### config.mk
export PLATFORM = sky130hd
export DESIGN_NAME = hazard_ctrl_flat
export DESIGN_NICKNAME = d
export VERILOG_FILES = /design/src/rtl/hazard_ctrl_if.sv /design/src/rtl/hazard_ctrl.sv /design/src/flat_wrapper.sv
export SDC_FILE = /design/constraint.sdc
export NUM_CORES = 1
export LEC_CHECK = 0
export BUFFER_PORTS_ARGS = -buffer_cell sky130_fd_sc_hd__buf_2
export CORE_ASPECT_RATIO = 1.2
export CORE_MARGIN = 4
export CORE_UTILIZATION = 36
export DETAILED_ROUTE_END_ITERATION = 12
export GPL_ROUTABILITY_DRIVEN = 0
export SLEW_MARGIN = 20
export SYNTH_ARGS = -nofsm -noshare
export SYNTH_HDL_FRONTEND = slang
export SYNTH_SLANG_ARGS = --single-unit
export TNS_END_PERCENT = 50
### constraint.sdc
create_clock -name clock -period 4.9 [get_ports clock]
set_clock_uncertainty 0.2 [all_clocks]
set_input_delay 0 -clock clock [delete_from_list [all_inputs] [get_ports clock]]
set_output_delay 0 -clock clock [all_outputs]
set_load 0.01 [all_outputs]
### src/rtl/hazard_ctrl_if.sv
// hazard_ctrl_if: ID/EX hazard inputs and pipeline-register control outputs of hazard_ctrl
interface hazard_ctrl_if;
    logic [4:0]  id_rs;
    logic [4:0]  id_rt;
    logic        id_uses_rs;
    logic        id_uses_rt;
    logic        id_jump;
    logic        ex_mem_read;
    logic [4:0]  ex_rd;
    logic        ex_branch_taken;
    logic        ex_mdu_start;
    logic        pc_nwrite;
    logic        if2id_nwrite;
    logic        if2id_flush;
    logic        id2ex_nwrite;
    logic        id2ex_flush;
    logic        ex2mem_flush;
    logic        mdu_busy;
    logic [15:0] stall_cycles;
    modport master (
        output id_rs, id_rt, id_uses_rs, id_uses_rt, id_jump,
               ex_mem_read, ex_rd, ex_branch_taken, ex_mdu_start,
        input  pc_nwrite, if2id_nwrite, if2id_flush, id2ex_nwrite,
               id2ex_flush, ex2mem_flush, mdu_busy, stall_cycles
    );
    modport slave (
        input  id_rs, id_rt, id_uses_rs, id_uses_rt, id_jump,
               ex_mem_read, ex_rd, ex_branch_taken, ex_mdu_start,
        output pc_nwrite, if2id_nwrite, if2id_flush, id2ex_nwrite,
               id2ex_flush, ex2mem_flush, mdu_busy, stall_cycles
    );
endinterface

### src/rtl/hazard_ctrl.sv
// hazard_ctrl: load-use/branch/jump/MDU hazard control for the 5-stage pipeline with stall counter
module hazard_ctrl #(
    parameter int MDU_LATENCY = 4
) (
    input logic          clock,
    input logic          reset,
    hazard_ctrl_if.slave h
);
    typedef enum logic {RUN, BUSY} state_t;
    state_t      state, state_nx;
    logic [3:0]  cnt, cnt_nx;
    logic [15:0] stall_cnt;
    logic        load_use, mdu_go;
    always_comb begin
        load_use = h.ex_mem_read && h.ex_rd != 5'd0 &&
                   ((h.id_uses_rs && h.id_rs == h.ex_rd) || (h.id_uses_rt && h.id_rt == h.ex_rd));
        mdu_go = MDU_LATENCY > 1 && h.ex_mdu_start;
        state_nx = state;
        cnt_nx = cnt;
        h.pc_nwrite = 1'b0;
        h.if2id_nwrite = 1'b0;
        h.if2id_flush = 1'b0;
        h.id2ex_nwrite = 1'b0;
        h.id2ex_flush = 1'b0;
        h.ex2mem_flush = 1'b0;
        if (reset) begin
            if (state == BUSY) begin
                // EX holds the MDU op: EX-side hazards are irrelevant until it drains
                if (cnt > 4'd1) begin
                    h.pc_nwrite = 1'b1;
                    h.if2id_nwrite = 1'b1;
                    h.id2ex_nwrite = 1'b1;
                    h.ex2mem_flush = 1'b1;
                    cnt_nx = cnt - 4'd1;
                end else begin
                    state_nx = RUN;
                end
            end else if (mdu_go) begin
                h.pc_nwrite = 1'b1;
                h.if2id_nwrite = 1'b1;
                h.id2ex_nwrite = 1'b1;
                h.ex2mem_flush = 1'b1;
                state_nx = BUSY;
                cnt_nx = 4'(MDU_LATENCY - 1);
            end else if (h.ex_branch_taken) begin
                h.if2id_flush = 1'b1;
                h.id2ex_flush = 1'b1;
            end else if (load_use) begin
                h.pc_nwrite = 1'b1;
                h.if2id_nwrite = 1'b1;
                h.id2ex_flush = 1'b1;
            end else if (h.id_jump) begin
                h.if2id_flush = 1'b1;
            end
        end
    end
    always_ff @(posedge clock) begin
        if (!reset) begin
            state <= RUN;
            cnt <= 4'd0;
            stall_cnt <= 16'd0;
        end else begin
            state <= state_nx;
            cnt <= cnt_nx;
            if (h.pc_nwrite && stall_cnt != 16'hFFFF)
                stall_cnt <= stall_cnt + 16'd1;
        end
    end
    assign h.mdu_busy = state == BUSY;
    assign h.stall_cycles = stall_cnt;
endmodule

### src/flat_wrapper.sv
// flat-port wrapper written by rule: the top's interface ports become plain ports
module hazard_ctrl_flat 
#(
    parameter int MDU_LATENCY = 4
)
  (clock, reset, h_id_rs, h_id_rt, h_id_uses_rs, h_id_uses_rt, h_id_jump, h_ex_mem_read, h_ex_rd, h_ex_branch_taken, h_ex_mdu_start, h_pc_nwrite, h_if2id_nwrite, h_if2id_flush, h_id2ex_nwrite, h_id2ex_flush, h_ex2mem_flush, h_mdu_busy, h_stall_cycles);
  hazard_ctrl_if h_i ();
  input logic clock;
  input logic reset;
  input wire logic [$bits(h_i.id_rs)-1:0] h_id_rs;
  input wire logic [$bits(h_i.id_rt)-1:0] h_id_rt;
  input wire logic [$bits(h_i.id_uses_rs)-1:0] h_id_uses_rs;
  input wire logic [$bits(h_i.id_uses_rt)-1:0] h_id_uses_rt;
  input wire logic [$bits(h_i.id_jump)-1:0] h_id_jump;
  input wire logic [$bits(h_i.ex_mem_read)-1:0] h_ex_mem_read;
  input wire logic [$bits(h_i.ex_rd)-1:0] h_ex_rd;
  input wire logic [$bits(h_i.ex_branch_taken)-1:0] h_ex_branch_taken;
  input wire logic [$bits(h_i.ex_mdu_start)-1:0] h_ex_mdu_start;
  output wire logic [$bits(h_i.pc_nwrite)-1:0] h_pc_nwrite;
  output wire logic [$bits(h_i.if2id_nwrite)-1:0] h_if2id_nwrite;
  output wire logic [$bits(h_i.if2id_flush)-1:0] h_if2id_flush;
  output wire logic [$bits(h_i.id2ex_nwrite)-1:0] h_id2ex_nwrite;
  output wire logic [$bits(h_i.id2ex_flush)-1:0] h_id2ex_flush;
  output wire logic [$bits(h_i.ex2mem_flush)-1:0] h_ex2mem_flush;
  output wire logic [$bits(h_i.mdu_busy)-1:0] h_mdu_busy;
  output wire logic [$bits(h_i.stall_cycles)-1:0] h_stall_cycles;
  assign h_i.id_rs = h_id_rs;
  assign h_i.id_rt = h_id_rt;
  assign h_i.id_uses_rs = h_id_uses_rs;
  assign h_i.id_uses_rt = h_id_uses_rt;
  assign h_i.id_jump = h_id_jump;
  assign h_i.ex_mem_read = h_ex_mem_read;
  assign h_i.ex_rd = h_ex_rd;
  assign h_i.ex_branch_taken = h_ex_branch_taken;
  assign h_i.ex_mdu_start = h_ex_mdu_start;
  assign h_pc_nwrite = h_i.pc_nwrite;
  assign h_if2id_nwrite = h_i.if2id_nwrite;
  assign h_if2id_flush = h_i.if2id_flush;
  assign h_id2ex_nwrite = h_i.id2ex_nwrite;
  assign h_id2ex_flush = h_i.id2ex_flush;
  assign h_ex2mem_flush = h_i.ex2mem_flush;
  assign h_mdu_busy = h_i.mdu_busy;
  assign h_stall_cycles = h_i.stall_cycles;
  hazard_ctrl #(.MDU_LATENCY(MDU_LATENCY)) u_core (.clock(clock), .reset(reset), .h(h_i));
endmodule
* Yosys cells after proc, flatten, opt, wreduce, memory -nomap -nowiden
Cells that the tools add are included.
Storage, ports and cells: flip-flop bits (word level) 21, input port bits 23, output and inout port bits 23, word-level logic and storage cells 41
Cells by class: add/subtract/negate cells 2, order comparisons 1, eq/ne operators 4, multiplexer cells 22, reductions and logical operators 9
Operators by type and width (count):
- 1-bit two-way mux | 19
- 16-bit by 1-bit adder with 16-bit output, second input constant | 1
- 16-bit != test, second input constant | 1
- 4-bit two-way mux | 3
- 5-bit == test | 2
- 1-bit logical AND | 5
- 5-bit nonzero test | 1
- 4-bit by 1-bit greater-than comparator with 1-bit output, second input constant | 1
- 4-bit by 1-bit subtractor with 4-bit output, second input constant | 1
- 2-bit != test, second input constant | 1
- 2-bit AND reduction | 1
- 2-bit nonzero test | 1
- 1-bit logical OR | 1

* Longest topological paths before layout
word-level depth 10, mapped depth 10, mapped depth without buffers 8

* Worst setup path after synthesis
Ideal clock, no wire load.
path kind reg2reg, from register u_core.cnt[0], to register u_core.stall_cnt[11] (netlist: u_core.h.stall_cycles[11]), library setup time 0.070 ns, arrival time 1.989 ns, required time 4.630 ns, setup slack 2.640 ns, cell stages (with the launch flop) 10, buffers on the path 1, period minus slack after synthesis 2.260 ns, path through dfxtp_1 inv_1 ha_1 or2_1 a31o_1 a311oi_1 a21oi_2 buf_6 or3_1 a21oi_1
Between the ends: word-level cells in the longest chain between the ends 5
RTL lines:
- start, declared | line hazard_ctrl.sv:11 | logic [3:0] cnt, cnt_nx;
- start signal, assigned | line hazard_ctrl.sv:64 | cnt <= cnt_nx;
- 4-bit by 1-bit greater-than comparator with 1-bit output | line hazard_ctrl.sv:29 | if (cnt > 4'd1) begin
- 1-bit two-way mux | line hazard_ctrl.sv:29
- 1-bit two-way mux | line hazard_ctrl.sv:27 | if (state == BUSY) begin
- 1-bit two-way mux | line hazard_ctrl.sv:26 | if (reset) begin
- 1-bit logical AND | line hazard_ctrl.sv:65 | if (h.pc_nwrite && stall_cnt != 16'hFFFF)
- end signal, assigned | line hazard_ctrl.sv:66 | stall_cnt <= stall_cnt + 16'd1;
- end, declared | line hazard_ctrl.sv:12 | logic [15:0] stall_cnt;
No other way between the ends. A chain may end at the register's enable or synchronous reset.

* Worst setup path in the final report
from register u_core.cnt[0], to register u_core.stall_cnt[13] (netlist: u_core.h.stall_cycles[13])
Same word-level chain as after synthesis.

==> results.cfg <==
[status]
status = complete, no violations

[synth]
synthCells = 143
async_flop_share_pct = 0
post-synth-top-count-cell = dfxtp_1
synthTopCellsByCount = dfxtp_1 (21), nand3_1 (12), a21oi_1 (10), xnor2_1 (10)
synth_area_um2 = 1230
synth_area_leaders = dfxtp_1 (34%), xnor2_1 (7.1%), nand3_1 (4.9%)
ys.flop_type = dfxtp_1
synth_edf_count = 0
syn_area_per_cell_um2 = 8.64
ys_seq_elements = 21
ys_seq_area_share_pct = 34.0
synth_top_area_cell = dfxtp_1
ys_warn_count = 0
synth_cell_types = 45
synth_top_cell_area_share_pct = 34.0
synthesis.nets = 169

[die]
die-area_um2 = 4440
coreArea_um2 = 3310
row_count = 23
io_pins = 46
die_h_um = 72.2
die_x_um = 61.5
initial_core_util_pct = 37.3

[clocking]
cts_tree = done
h-tree-depth = 1
cts.sinks = 21
clk_latency_ns = 0.25
cts_buffer_depth = 2
cts_made_buffers = 3
clk_pin_slew_worst_paths_ns = 0.08
cts-root-buf = clkbuf_8

[routing]
vias = 1207
vias_per_cell = 5.41
route.detailed.drc = 0
drt_iter0_markers = 24
finalWirelength_mm = 2.96
ant_nets = 0
dr.pass1.iters = 6
drt-wirelength-per-cell_um = 13.3

[worst_setup_path]
critPathMaxFanout = 29
path_class = flip-flop to flip-flop
arrival_ns = 2.59
critical_path_required_ns = 4.88
startpoint_type = flip-flop
setup.worst_path.end_class = flip-flop

[sta]
min_period_over_period_pct = 53.2
rsz0062_at_grt = false
relSlewSlack_pct = 56.8
tns_ns = 0
worst_pin_slew_ns = 0.646
finalHoldViolCount = 0
timing.final.crit_period_ns = 2.61
finalSetupViolCount = 0
max_clock_freq_mhz = 384
slew_viol_final = 0

[pwr]
intPower_uw = 266
p_comb_share_pct = 19.5
switching_share_pct = 27.4
p_seq_share_pct = 50.0
switchingPower_uw = 100
clockPowerShare_pct = 30.6
power_leakage_uw = 0.000649
irDropWorstVdd_mv = 0.137
power_density_nw_per_um2 = 242

[cells_and_area]
area_delta_synth_final_pct = 22.9
drive_gt1_share_pct = 28.5
seq_area_um2 = 420
final_util_pct = 45.9
n_antenna_cell = 0
final_nets = 213
fill_cells = 344
multi_input_area_um2 = 742

[placed_design]
place_hpwl_mm = 2.31
io_buffers = 45

[grt]
grt_max_degree = 30
first_global_vias = 1139
grt_usage_pct = 13.5
grt_pass1_wl_mm = 4.80
antenna_found_initial = 0
grt-ovfl-total = 0

[min_path]
hold_class = input port to output pin

[flow_run]
cap_violations = 0
[worst paths after layout]
kind / slack (ns) / to / cells after the start / from
min: 0.18 / h_id2ex_flush / 3 / h_ex_branch_taken
min reg2reg: 0.30 / u_core.h.stall_cycles[12]$_SDFFE_PN0P_ / 2 / u_core.h.stall_cycles[12]$_SDFFE_PN0P_
max: 2.29 / u_core.h.stall_cycles[13]$_SDFFE_PN0P_ / 8 / u_core.cnt[0]$_SDFFE_PN0P_
max reg2reg: 2.29 / u_core.h.stall_cycles[13]$_SDFFE_PN0P_ / 8 / u_core.cnt[0]$_SDFFE_PN0P_
[critical path: stages, from the launching register on]
cell      delay, ns
dfxtp_1        0.40
inv_1          0.08
ha_1           0.22
or2_1          0.24
a31o_1         0.27
a311oi_1       0.37
a21oi_4        0.20
or3_1          0.40
a21oi_1        0.15
[cells by family after synthesis]
group | synth area share, %
adder cells (fa/ha/maj) | 3.04
buffers and inverters | 6.48
XOR/XNOR | 7.80
multiplexers | 1.62
flip-flops | 34.0
AND/OR/NAND/NOR | 23.0
AO/OA/AOI/OAI | 24.0
[power by group through the flow]
stage	combinational [uW]	sequential, uW	clock [uW]
after floorplan	50.3	187	0
after global placement	67.9	187	0
after detailed placement	70.1	187	0
after CTS	71.9	183	119
after global routing	79.8	184	125
final	71.5	183	112
[registers in the layout, indices dropped and copies added (netlist names)]
signal	count
u_core.cnt	4
u_core.h.stall_cycles	16
u_core.h.mdu_busy	1
[through the flow]
step,std cells,worst slack (ns),area (um^2),hold WS [ns],power [uW]
CTS,223,2.14,1510,0.190,374
finish,223,2.29,1520,0.182,367
global route,223,2.11,1520,0.209,389
global placement,217,2.29,1450,0.168,254
floorplan,143,2.64,1230,-0.0233,238
detailed placement,217,2.15,1450,0.178,258
[placed cells by master, fill, tap and decap left out, drive strengths merged, types with 2 or more instances in the layout]
master	Yosys	layout
o211a	3	3
and2	2	2
and4	2	2
mux2i	2	2
nand4	2	2
clkbuf	2	4
xnor2	10	10
o31ai	5	5
nor2	7	7
ha	3	3
o211ai	6	6
a21oi	11	11
nand3	12	12
dfxtp	21	21
buf	6	45
nand2	6	6
inv	5	5
dlygate4sd3	0	2
or3	8	8
o21ai	10	10
and3	2	2
[per-layer routing]
layer	global-route usage, %	up-vias	part of all wire (%)
met1	17.5	548	43
li1	-	615	-
met3	2.14	2	8.6
met2	22.6	42	48
met5	0	-	0
met4	4.25	0	0.67
[cell type report]
cell class	instances	share of cell area, %
Inverter	5	1.24
Tap cell	37	3.05
Multi-Input combinational cell	109	48.9
Timing Repair Buffer	47	16.2
Sequential cell	21	27.7
Clock buffer	4	2.97
[repair_timing]
action,4_1_cts,5_1_grt
gates resized for setup,0,0
setup endpoints to repair,0,0
endpoints found under the hold margin,8,0
setup buffers,0,0
hold buffers,2,0
Power figures use the tool's default switching activity.
